## src/rtl/tdm_demux4_pkg.sv

```systemverilog
`default_nettype none
// ============================================================================
// Module      : tdm_demux4_pkg
// Description : Shared constants for the 4-slot TDM link. The transmit-side
//               serialiser and the receive-side demux both import this so
//               the two ends agree on frame-state encoding and slot order.
// Contents    : HUNT/LOCK state codes, SLOT0..SLOT3 slot indices, NSLOTS.
// Revision    : 1.0 - initial release
// ============================================================================
package tdm_demux4_pkg;

    // Receiver framing state (1-bit encoding).
    localparam logic [0:0] HUNT = 1'b0;
    localparam logic [0:0] LOCK = 1'b1;

    // Slot order on the wire; SLOT0 is the slot tagged by the frame marker.
    localparam logic [1:0] SLOT0 = 2'd0;
    localparam logic [1:0] SLOT1 = 2'd1;
    localparam logic [1:0] SLOT2 = 2'd2;
    localparam logic [1:0] SLOT3 = 2'd3;

    localparam int NSLOTS = 4;

endpackage : tdm_demux4_pkg
`default_nettype wire

```

## src/rtl/tdm_demux4.sv

```systemverilog
`default_nettype none
// ============================================================================
// Module      : tdm_demux4
// Description : Receive end of a 4-slot time-division link. Samples the
//               serial line under a slot counter, locks to the frame marker,
//               collects a frame in a shadow bank and updates all four
//               channel outputs together at frame completion.
// Ports       : clk         - system clock, rising edge
//               rst         - asynchronous active-high reset
//               d           - serial slot data (WIDTH)
//               en          - sample enable; d/sync ignored while low
//               sync        - frame marker, high with slot-0 data
//               f0..f3      - registered channel outputs (WIDTH)
//               sel         - slot index the next accepted sample fills
//               locked      - high while in LOCK
//               frame_valid - one-cycle pulse after f0..f3 update
//               err         - one-cycle pulse on a sync violation
//               frame_cnt   - completed-frame counter, wraps (CNTW)
// Revision    : 1.0 - initial release
// ============================================================================
module tdm_demux4
    import tdm_demux4_pkg::*;
#(
    parameter int WIDTH = 1,
    parameter int CNTW  = 8
) (
    input  logic             clk,
    input  logic             rst,
    input  logic [WIDTH-1:0] d,
    input  logic             en,
    input  logic             sync,
    output logic [WIDTH-1:0] f0,
    output logic [WIDTH-1:0] f1,
    output logic [WIDTH-1:0] f2,
    output logic [WIDTH-1:0] f3,
    output logic [1:0]       sel,
    output logic             locked,
    output logic             frame_valid,
    output logic             err,
    output logic [CNTW-1:0]  frame_cnt
);

    // Only slots 0..2 need holding: slot 3 goes straight from d to f3 on the
    // completing edge, so the bank is one entry short of a full frame.
    localparam int c_BANK = NSLOTS - 1;

    // ------------------------------------------------------------------
    // State
    // ------------------------------------------------------------------
    logic [0:0]       r_state;
    logic [1:0]       r_sel;
    logic [WIDTH-1:0] r_shadow [c_BANK];
    logic [WIDTH-1:0] r_f0, r_f1, r_f2, r_f3;
    logic [CNTW-1:0]  r_cnt;
    logic             r_valid;
    logic             r_err;

    logic [0:0]       w_state_nxt;
    logic [1:0]       w_sel_nxt;
    logic [WIDTH-1:0] w_shadow_nxt [c_BANK];
    logic [WIDTH-1:0] w_f0_nxt, w_f1_nxt, w_f2_nxt, w_f3_nxt;
    logic [CNTW-1:0]  w_cnt_nxt;
    logic             w_valid_nxt;
    logic             w_err_nxt;

    // ------------------------------------------------------------------
    // State register
    // ------------------------------------------------------------------
    always_ff @(posedge clk or posedge rst) begin
        if (rst) begin
            r_state  <= HUNT;
            r_sel    <= SLOT0;
            r_shadow <= '{default: '0};
            r_f0     <= '0;
            r_f1     <= '0;
            r_f2     <= '0;
            r_f3     <= '0;
            r_cnt    <= '0;
            r_valid  <= 1'b0;
            r_err    <= 1'b0;
        end else begin
            r_state  <= w_state_nxt;
            r_sel    <= w_sel_nxt;
            r_shadow <= w_shadow_nxt;
            r_f0     <= w_f0_nxt;
            r_f1     <= w_f1_nxt;
            r_f2     <= w_f2_nxt;
            r_f3     <= w_f3_nxt;
            r_cnt    <= w_cnt_nxt;
            r_valid  <= w_valid_nxt;
            r_err    <= w_err_nxt;
        end
    end

    // ------------------------------------------------------------------
    // Next-state / datapath
    // ------------------------------------------------------------------
    always_comb begin
        w_state_nxt  = r_state;
        w_sel_nxt    = r_sel;
        w_shadow_nxt = r_shadow;
        w_f0_nxt     = r_f0;
        w_f1_nxt     = r_f1;
        w_f2_nxt     = r_f2;
        w_f3_nxt     = r_f3;
        w_cnt_nxt    = r_cnt;
        w_valid_nxt  = 1'b0;
        w_err_nxt    = 1'b0;

        if (en) begin
            case (r_state)
                HUNT: begin
                    // Unmarked samples are dropped until a frame start shows up.
                    if (sync) begin
                        w_shadow_nxt[SLOT0] = d;
                        w_sel_nxt           = SLOT1;
                        w_state_nxt         = LOCK;
                    end
                end

                LOCK: begin
                    if (sync) begin
                        // A marker mid-frame means the previous frame was
                        // short: discard it but keep lock, since this sample
                        // is itself a valid frame start.
                        if (r_sel != SLOT0) begin
                            w_err_nxt = 1'b1;
                        end
                        w_shadow_nxt[SLOT0] = d;
                        w_sel_nxt           = SLOT1;
                    end else begin
                        case (r_sel)
                            SLOT0: begin
                                // Expected a marker here; framing is lost.
                                w_err_nxt   = 1'b1;
                                w_state_nxt = HUNT;
                            end
                            SLOT1: begin
                                w_shadow_nxt[SLOT1] = d;
                                w_sel_nxt           = SLOT2;
                            end
                            SLOT2: begin
                                w_shadow_nxt[SLOT2] = d;
                                w_sel_nxt           = SLOT3;
                            end
                            default: begin
                                // Frame complete: all four channels change in
                                // this one edge so downstream never sees a mix.
                                w_f0_nxt    = r_shadow[SLOT0];
                                w_f1_nxt    = r_shadow[SLOT1];
                                w_f2_nxt    = r_shadow[SLOT2];
                                w_f3_nxt    = d;
                                w_valid_nxt = 1'b1;
                                w_cnt_nxt   = r_cnt + 1'b1;
                                w_sel_nxt   = SLOT0;
                            end
                        endcase
                    end
                end

                default: begin
                    w_state_nxt = HUNT;
                    w_sel_nxt   = SLOT0;
                end
            endcase
        end
    end

    // ------------------------------------------------------------------
    // Outputs
    // ------------------------------------------------------------------
    assign f0          = r_f0;
    assign f1          = r_f1;
    assign f2          = r_f2;
    assign f3          = r_f3;
    assign sel         = r_sel;
    assign locked      = (r_state == LOCK);
    assign frame_valid = r_valid;
    assign err         = r_err;
    assign frame_cnt   = r_cnt;

endmodule : tdm_demux4
`default_nettype wire

```

## config.mk

```make
export PLATFORM = sky130hd
export DESIGN_NAME = tdm_demux4
export DESIGN_NICKNAME = d
export VERILOG_FILES = /design/src/rtl/tdm_demux4_pkg.sv /design/src/rtl/tdm_demux4.sv
export SDC_FILE = /design/constraint.sdc
export NUM_CORES = 1
export LEC_CHECK = 0
export BUFFER_PORTS_ARGS = -buffer_cell sky130_fd_sc_hd__buf_2
export CORE_ASPECT_RATIO = 2
export CORE_MARGIN = 10
export CORE_UTILIZATION = 25
export CTS_BUF_LIST = sky130_fd_sc_hd__clkbuf_4 sky130_fd_sc_hd__clkbuf_8 sky130_fd_sc_hd__clkbuf_16
export DETAILED_ROUTE_END_ITERATION = 10
export HOLD_SLACK_MARGIN = 0.03
export PLACE_DENSITY = 0.53
export SYNTH_ARGS = -nofsm -noshare
export SYNTH_HDL_FRONTEND = slang
export SYNTH_SLANG_ARGS = --single-unit
```

## constraint.sdc

```tcl
create_clock -name clk -period 2.6 [get_ports clk]
set_clock_uncertainty 0.15 [all_clocks]
set_input_delay 0.26 -clock clk [delete_from_list [all_inputs] [get_ports clk]]
set_output_delay 0.26 -clock clk [all_outputs]
set_load 0.005 [all_outputs]
```

# Word-level counts from Yosys, hierarchy flattened

Cells that the tools add are included.

Register bits after elaboration: 20
Input port bits: 5
Output and inout bits: 17
Logic and storage cells: 46

Add/subtract/negate cells: 1
Equal/unequal tests: 4
Multiplexer cells: 18
Bitwise gates (word level): 3
Reduce and logical (&&, ||, !) cells: 8

Operators with widths:

| kind                                                | number |
|---|---|
| 2-to-1 mux 1 bit                                    | 13 |
| AND reduction 4 bit                                 | 3 |
| adder 8 x 1 -> 8 bit, second input constant         | 1 |
| case mux 2 bit (3 select lines)                     | 1 |
| 2-to-1 mux 2 bit                                    | 2 |
| case mux 2 bit (2 select lines)                     | 1 |
| != test 3 bit, second input constant                | 1 |
| NOT 1 bit                                           | 3 |
| AND reduction 3 bit                                 | 1 |
| OR reduction 3 bit                                  | 1 |
| equality test 2 x 1 -> 1 bit, second input constant | 1 |
| equality test 2 bit, second input constant          | 1 |
| zero test 2 bit                                     | 1 |
| != test 2 bit, second input constant                | 1 |
| case mux 1 bit (2 select lines)                     | 1 |
| AND reduction 2 bit                                 | 1 |
| nonzero test 2 bit                                  | 1 |

# Depth between registers and ports, before layout

Word-level depth: 6
Depth in mapped cells: 5
Gate-level depth less buffers: 5

# Worst setup path before layout

Ideal clock, no wire load.

Kind: register -> register
From: register r_sel[0], in the netlist sel[0]
To: register r_cnt[3], in the netlist frame_cnt[3]
Setup time: 0.124 ns
Arrival time: 1.169 ns
Path slack: 1.156 ns
Stages on the path, launching flop included: 6
Period minus slack after synthesis: 1.444 ns
Path through: dfrtp_1 > ha_1 > nand4b_4 > inv_2 > nand4_1 > xnor2_1

Word-level cells in the longest chain between the ends: 4
Elaborated cells on any way between the ends: 6
Classes of those cells: eq/ne (2); bitwise (1); reduce/logical (3)

RTL lines:

| what                                              | line              | source |
|---|---|---|
| start, declared                                   | tdm_demux4.sv:51  | `logic [1:0] r_sel;` |
| start signal, assigned                            | tdm_demux4.sv:83  | `r_sel <= w_sel_nxt;` |
| equality test 2 bit, or another cell as far along | tdm_demux4.sv:132 | `case (r_sel)` |
| OR reduction 3 bit (no source line) (*)           | -                 |  |
| NOT 1 bit (no source line) (*)                    | -                 |  |
| AND reduction 4 bit (no source line) (*)          | -                 |  |
| end signal, assigned                              | tdm_demux4.sv:89  | `r_cnt <= w_cnt_nxt;` |
| end, declared                                     | tdm_demux4.sv:54  | `logic [CNTW-1:0] r_cnt;` |

Every way passes the cells marked *; elsewhere a longest branch is shown, timed or not.
A chain may end at the register's enable or synchronous reset.

# Worst setup path after layout

Ends and elaborated chain as after synthesis.

==> impl.org <==
** Outcome
- The flow ran to the end, and the final reports show no timing, DRC or antenna violations.

** Cells and area
- The final layout contains 121 nets.
- Number of antenna diodes :: 0
- The post-route netlist has 27.8% of its cells at a drive strength greater than 1.
- Growth of design area from synthesis to finish :: 22.6%

** CTS
- Once the clock tree was built, the resizer swapped 0 gates to a different size.
- Buffer cell driving the clock tree root :: sky130_fd_sc_hd__clkbuf_8
- Latest clock arrival within the worst-skew pair :: 250 ps
- TritonCTS built the clock tree.
- CTS H-tree lvls :: 1
- Post CTS Setup Buffer Count :: 0
- Post-CTS Hold Fix Bufs :: 1
- Buffer depth of the longest clock path :: 2
- The clock net in this run drives a total of 20 sinks.
- Clock edge transition at the registers on the reported setup and hold paths :: 70 ps
- CTS buffer count :: 3

** STA
- The clock period could shrink to 1570 ps.
- Setup violations remaining at the end of the flow were counted as 0.
- After layout, the worst path uses 60.4% of the clock period.
- Number of hold violations in the final report :: 0
- Worst relative slew slack :: 49.1%
- Setup Total Neg Slack :: 0 ps
- Highest clock frequency the design can meet :: 637 MHz
- Setup repair after global routing left no endpoint under its margin.
- Final Max Tran Viols :: 0
- Slew at the pin with the worst max-slew slack :: 763 ps
- Worst setup margin :: 1030 ps

** Detailed routing
- Detailed Route WL :: 2020 microns
- Total DRC errors in the routed layout :: 0
- Dividing the detail-routed via count by the number of cells gives 4.27.
- In this run, the number of DRC markers left after iteration 0 of detailed routing was 11.
- For this block, the via count after detailed routing is 670.
- Routed length per placed instance :: 12.8 microns
- Post-detailed-route count of antenna-violating nets :: 0
- Initial DRT Pass Iterations :: 3

** Floorplanning
- Number of rows created at floorplan :: 31
- Die boundary width :: 63.1 microns
- DIE HEIGHT :: 106 microns
- Total Die Area :: 0.00670 sq mm
- Placeable core region :: 0.00361 sq mm
- 22 I/O pins were placed.
- Effective utilization at floorplan :: 25.7%

** Power
- Internal power comes to 0.669 mW.
- In this run the power density over the cells is 898 mW/mm^2.
- Sequential cell fraction of total power :: 48.3%
- For this design the total switching power over the nets is 0.353 mW.
- After layout, the design draws a total of 1.02 mW.
- Combinational logic burns 32.4% of the power.
- Clock network fraction of total power :: 19.2%
- Leakage power summed over all cells :: 0.630 nW
- Switching power share of the total :: 34.6%
- The worst-case IR drop observed on VDD is 0.480 mV.

** Job
- Max-capacitance violation count :: 0

** Critical path
- At the worst endpoint, the required time is 2590 ps.
- The endpoint identified for the worst register-to-register timing path is frame_cnt[3].
- The worst setup path is launched from a flip-flop.
- Crit-path max FO :: 10
- Type of the setup path with the least slack :: reg2reg
- Kind of capture point of the worst setup path :: flip-flop
- Startpoint of the most critical register-to-register path :: sel[0]
- Arr. time, crit path :: 1560 ps
- Worst R2R Path Depth :: 5
- The setup check on the worst reg-to-reg path leaves a slack of 1030 ps.

** Placed design
- The count of buffers added on input and output ports is 21.
- Placer congestion estimate :: 0.764
- Final HPWL from detailed placement :: 1660 microns
- OpenSTA, run right after detailed placement, puts the worst setup slack at 1020 ps.

** Synthesis
- The cell count after synthesis came out at 84.
- Syn Nets :: 95
- The number of different library cells used by synthesis comes to 23.
- Number of synthesis warnings :: 0
- Average size of a mapped cell :: 11.1 sq um
- Flop and latch count out of synthesis :: 20
- Netlist area before placement :: 928 sq um
- Sequential area share after synthesis :: 53.9%

** Worst hold path
- The worst hold path terminates at f3.
- The worst hold path begins at d.
- Class of the most critical hold timing path :: in2reg
- The worst hold path was traced through 3 stages.

** Global routing
- Global routing used 6.16% of the available tracks.
- Vias in the first global route :: 704
- Summed over all layers, the global routing overflow is 0.
- The first global-routing pass estimated 3320 microns of wire.
- Pin count of the biggest net entering global routing :: 21
- The initial antenna violation count came to 0.
-- Yosys cell counts --
library cell / number / area share [%]
sky130_fd_sc_hd__nor2_1: 2 / 0.81
sky130_fd_sc_hd__xor2_1: 3 / 2.8
sky130_fd_sc_hd__nand3_1: 1 / 0.54
sky130_fd_sc_hd__ha_1: 6 / 8.1
sky130_fd_sc_hd__nor4_4: 1 / 2.3
sky130_fd_sc_hd__dfrtp_1: 20 / 54
sky130_fd_sc_hd__nor3_1: 2 / 1.1
sky130_fd_sc_hd__xnor2_1: 4 / 3.8
sky130_fd_sc_hd__and3b_1: 1 / 0.94
sky130_fd_sc_hd__inv_1: 4 / 1.6
sky130_fd_sc_hd__o2bb2ai_1: 1 / 0.94
sky130_fd_sc_hd__o21ai_0: 1 / 0.54
sky130_fd_sc_hd__nand2_1: 24 / 9.7
sky130_fd_sc_hd__nand4b_4: 1 / 2.6
sky130_fd_sc_hd__and3_1: 1 / 0.67
sky130_fd_sc_hd__a31oi_1: 1 / 0.67
sky130_fd_sc_hd__mux2i_1: 1 / 1.1
sky130_fd_sc_hd__mux2_2: 3 / 3.6
sky130_fd_sc_hd__buf_4: 1 / 0.81
sky130_fd_sc_hd__a21oi_1: 2 / 1.1
sky130_fd_sc_hd__nand4_1: 2 / 1.3
sky130_fd_sc_hd__nor2b_1: 1 / 0.67
sky130_fd_sc_hd__inv_2: 1 / 0.40
-- registers in the layout, indices dropped and copies added (netlist names) --
register     flops
err              1
f0               1
f1               1
f2               1
f3               1
frame_cnt        8
frame_valid      1
locked           1
r_shadow         3
sel              2
-- power by group through the flow --
stage	clock network [mW]	logic [mW]	registers, mW
detailed placement	0	0.346	0.501
finish	0.197	0.332	0.494
global placement	0	0.336	0.496
global route	0.213	0.388	0.511
floorplan	0	0.199	0.493
CTS	0.203	0.348	0.497
-- critical path: stages (launching register included) --
cell                       delay [ps]
sky130_fd_sc_hd__dfrtp_1          400
sky130_fd_sc_hd__ha_1             210
sky130_fd_sc_hd__nand4b_4         220
sky130_fd_sc_hd__inv_2            200
sky130_fd_sc_hd__nand4_1          130
sky130_fd_sc_hd__xnor2_1          150
-- worst max-delay path by stage --
stage	end	from	depth (start not counted)	slack, ps
5_1_grt	frame_cnt[3]	sel[0]	5	920
2_1_floorplan	frame_cnt[3]	sel[0]	5	1160
6_report	frame_cnt[3]	sel[0]	5	1030
3_5_place_dp	frame_cnt[3]	sel[0]	5	1020
3_3_place_gp	frame_cnt[3]	sel[0]	5	1100
4_1_cts	frame_cnt[3]	sel[0]	5	1000
-- layer usage --
| metal | vias up | track usage, % | share of wire [%] | wire length [microns] |
|---|---|---|---|---|
| li1 | 326 | - | - | - |
| met1 | 326 | 6.37 | 43 | 862 |
| met2 | 16 | 10.9 | 52 | 1050 |
| met3 | 2 | 1.89 | 4.0 | 80 |
| met4 | 0 | 2.89 | 0.89 | 18 |
| met5 | - | 0 | 0 | 0 |
-- cell families (layout without fill, tap and decap cells) --
family	count (synthesis)	in the layout	share of synthesized area [%]
adder cells (fa/ha/maj)	6	6	8.09
multiplexers	4	4	4.72
XOR/XNOR	7	7	6.60
AO/OA/AOI/OAI	5	5	3.23
AND/OR/NAND/NOR	36	36	20.6
flip-flops	20	20	53.9
buffers and inverters	6	30	2.83
-- through the flow --
stage	cells	hold WS (ps)	instance area, sq um	utilization (%)
5_1_grt	157	146	1140	31.6
3_3_place_gp	153	265	1090	30.1
6_report	157	135	1140	31.6
2_1_floorplan	84	73.8	928	-
3_5_place_dp	153	289	1090	30.1
4_1_cts	157	144	1140	31.6
-- cell type report --
| cell class | count | area [sq um] |
|---|---|---|
| Fill cell | 373 | 2470 |
| Sequential cell | 20 | 500 |
| Multi-Input combinational cell | 58 | 402 |
| Timing Repair Buffer | 22 | 115 |
| Tap cell | 49 | 61.3 |
| Clock buffer | 3 | 41.3 |
| Inverter | 5 | 18.8 |
-- layout by cell type (no fill, tap or decap) --
master / count
sky130_fd_sc_hd__a21oi_1: 2
sky130_fd_sc_hd__a31oi_1: 1
sky130_fd_sc_hd__and3_1: 1
sky130_fd_sc_hd__and3b_1: 1
sky130_fd_sc_hd__buf_2: 21
sky130_fd_sc_hd__clkbuf_8: 3
sky130_fd_sc_hd__dfrtp_1: 20
sky130_fd_sc_hd__dlygate4sd3_1: 1
sky130_fd_sc_hd__ha_1: 6
sky130_fd_sc_hd__inv_1: 4
sky130_fd_sc_hd__inv_2: 1
sky130_fd_sc_hd__mux2_2: 3
sky130_fd_sc_hd__mux2i_1: 1
sky130_fd_sc_hd__nand2_1: 24
sky130_fd_sc_hd__nand3_1: 1
sky130_fd_sc_hd__nand4_1: 2
sky130_fd_sc_hd__nand4b_4: 1
sky130_fd_sc_hd__nor2_1: 2
sky130_fd_sc_hd__nor2b_1: 1
sky130_fd_sc_hd__nor3_1: 2
sky130_fd_sc_hd__nor4_4: 1
sky130_fd_sc_hd__o21ai_0: 1
sky130_fd_sc_hd__o2bb2ai_1: 1
sky130_fd_sc_hd__xnor2_1: 4
sky130_fd_sc_hd__xor2_1: 3
(Power assumes the default switching activity.)
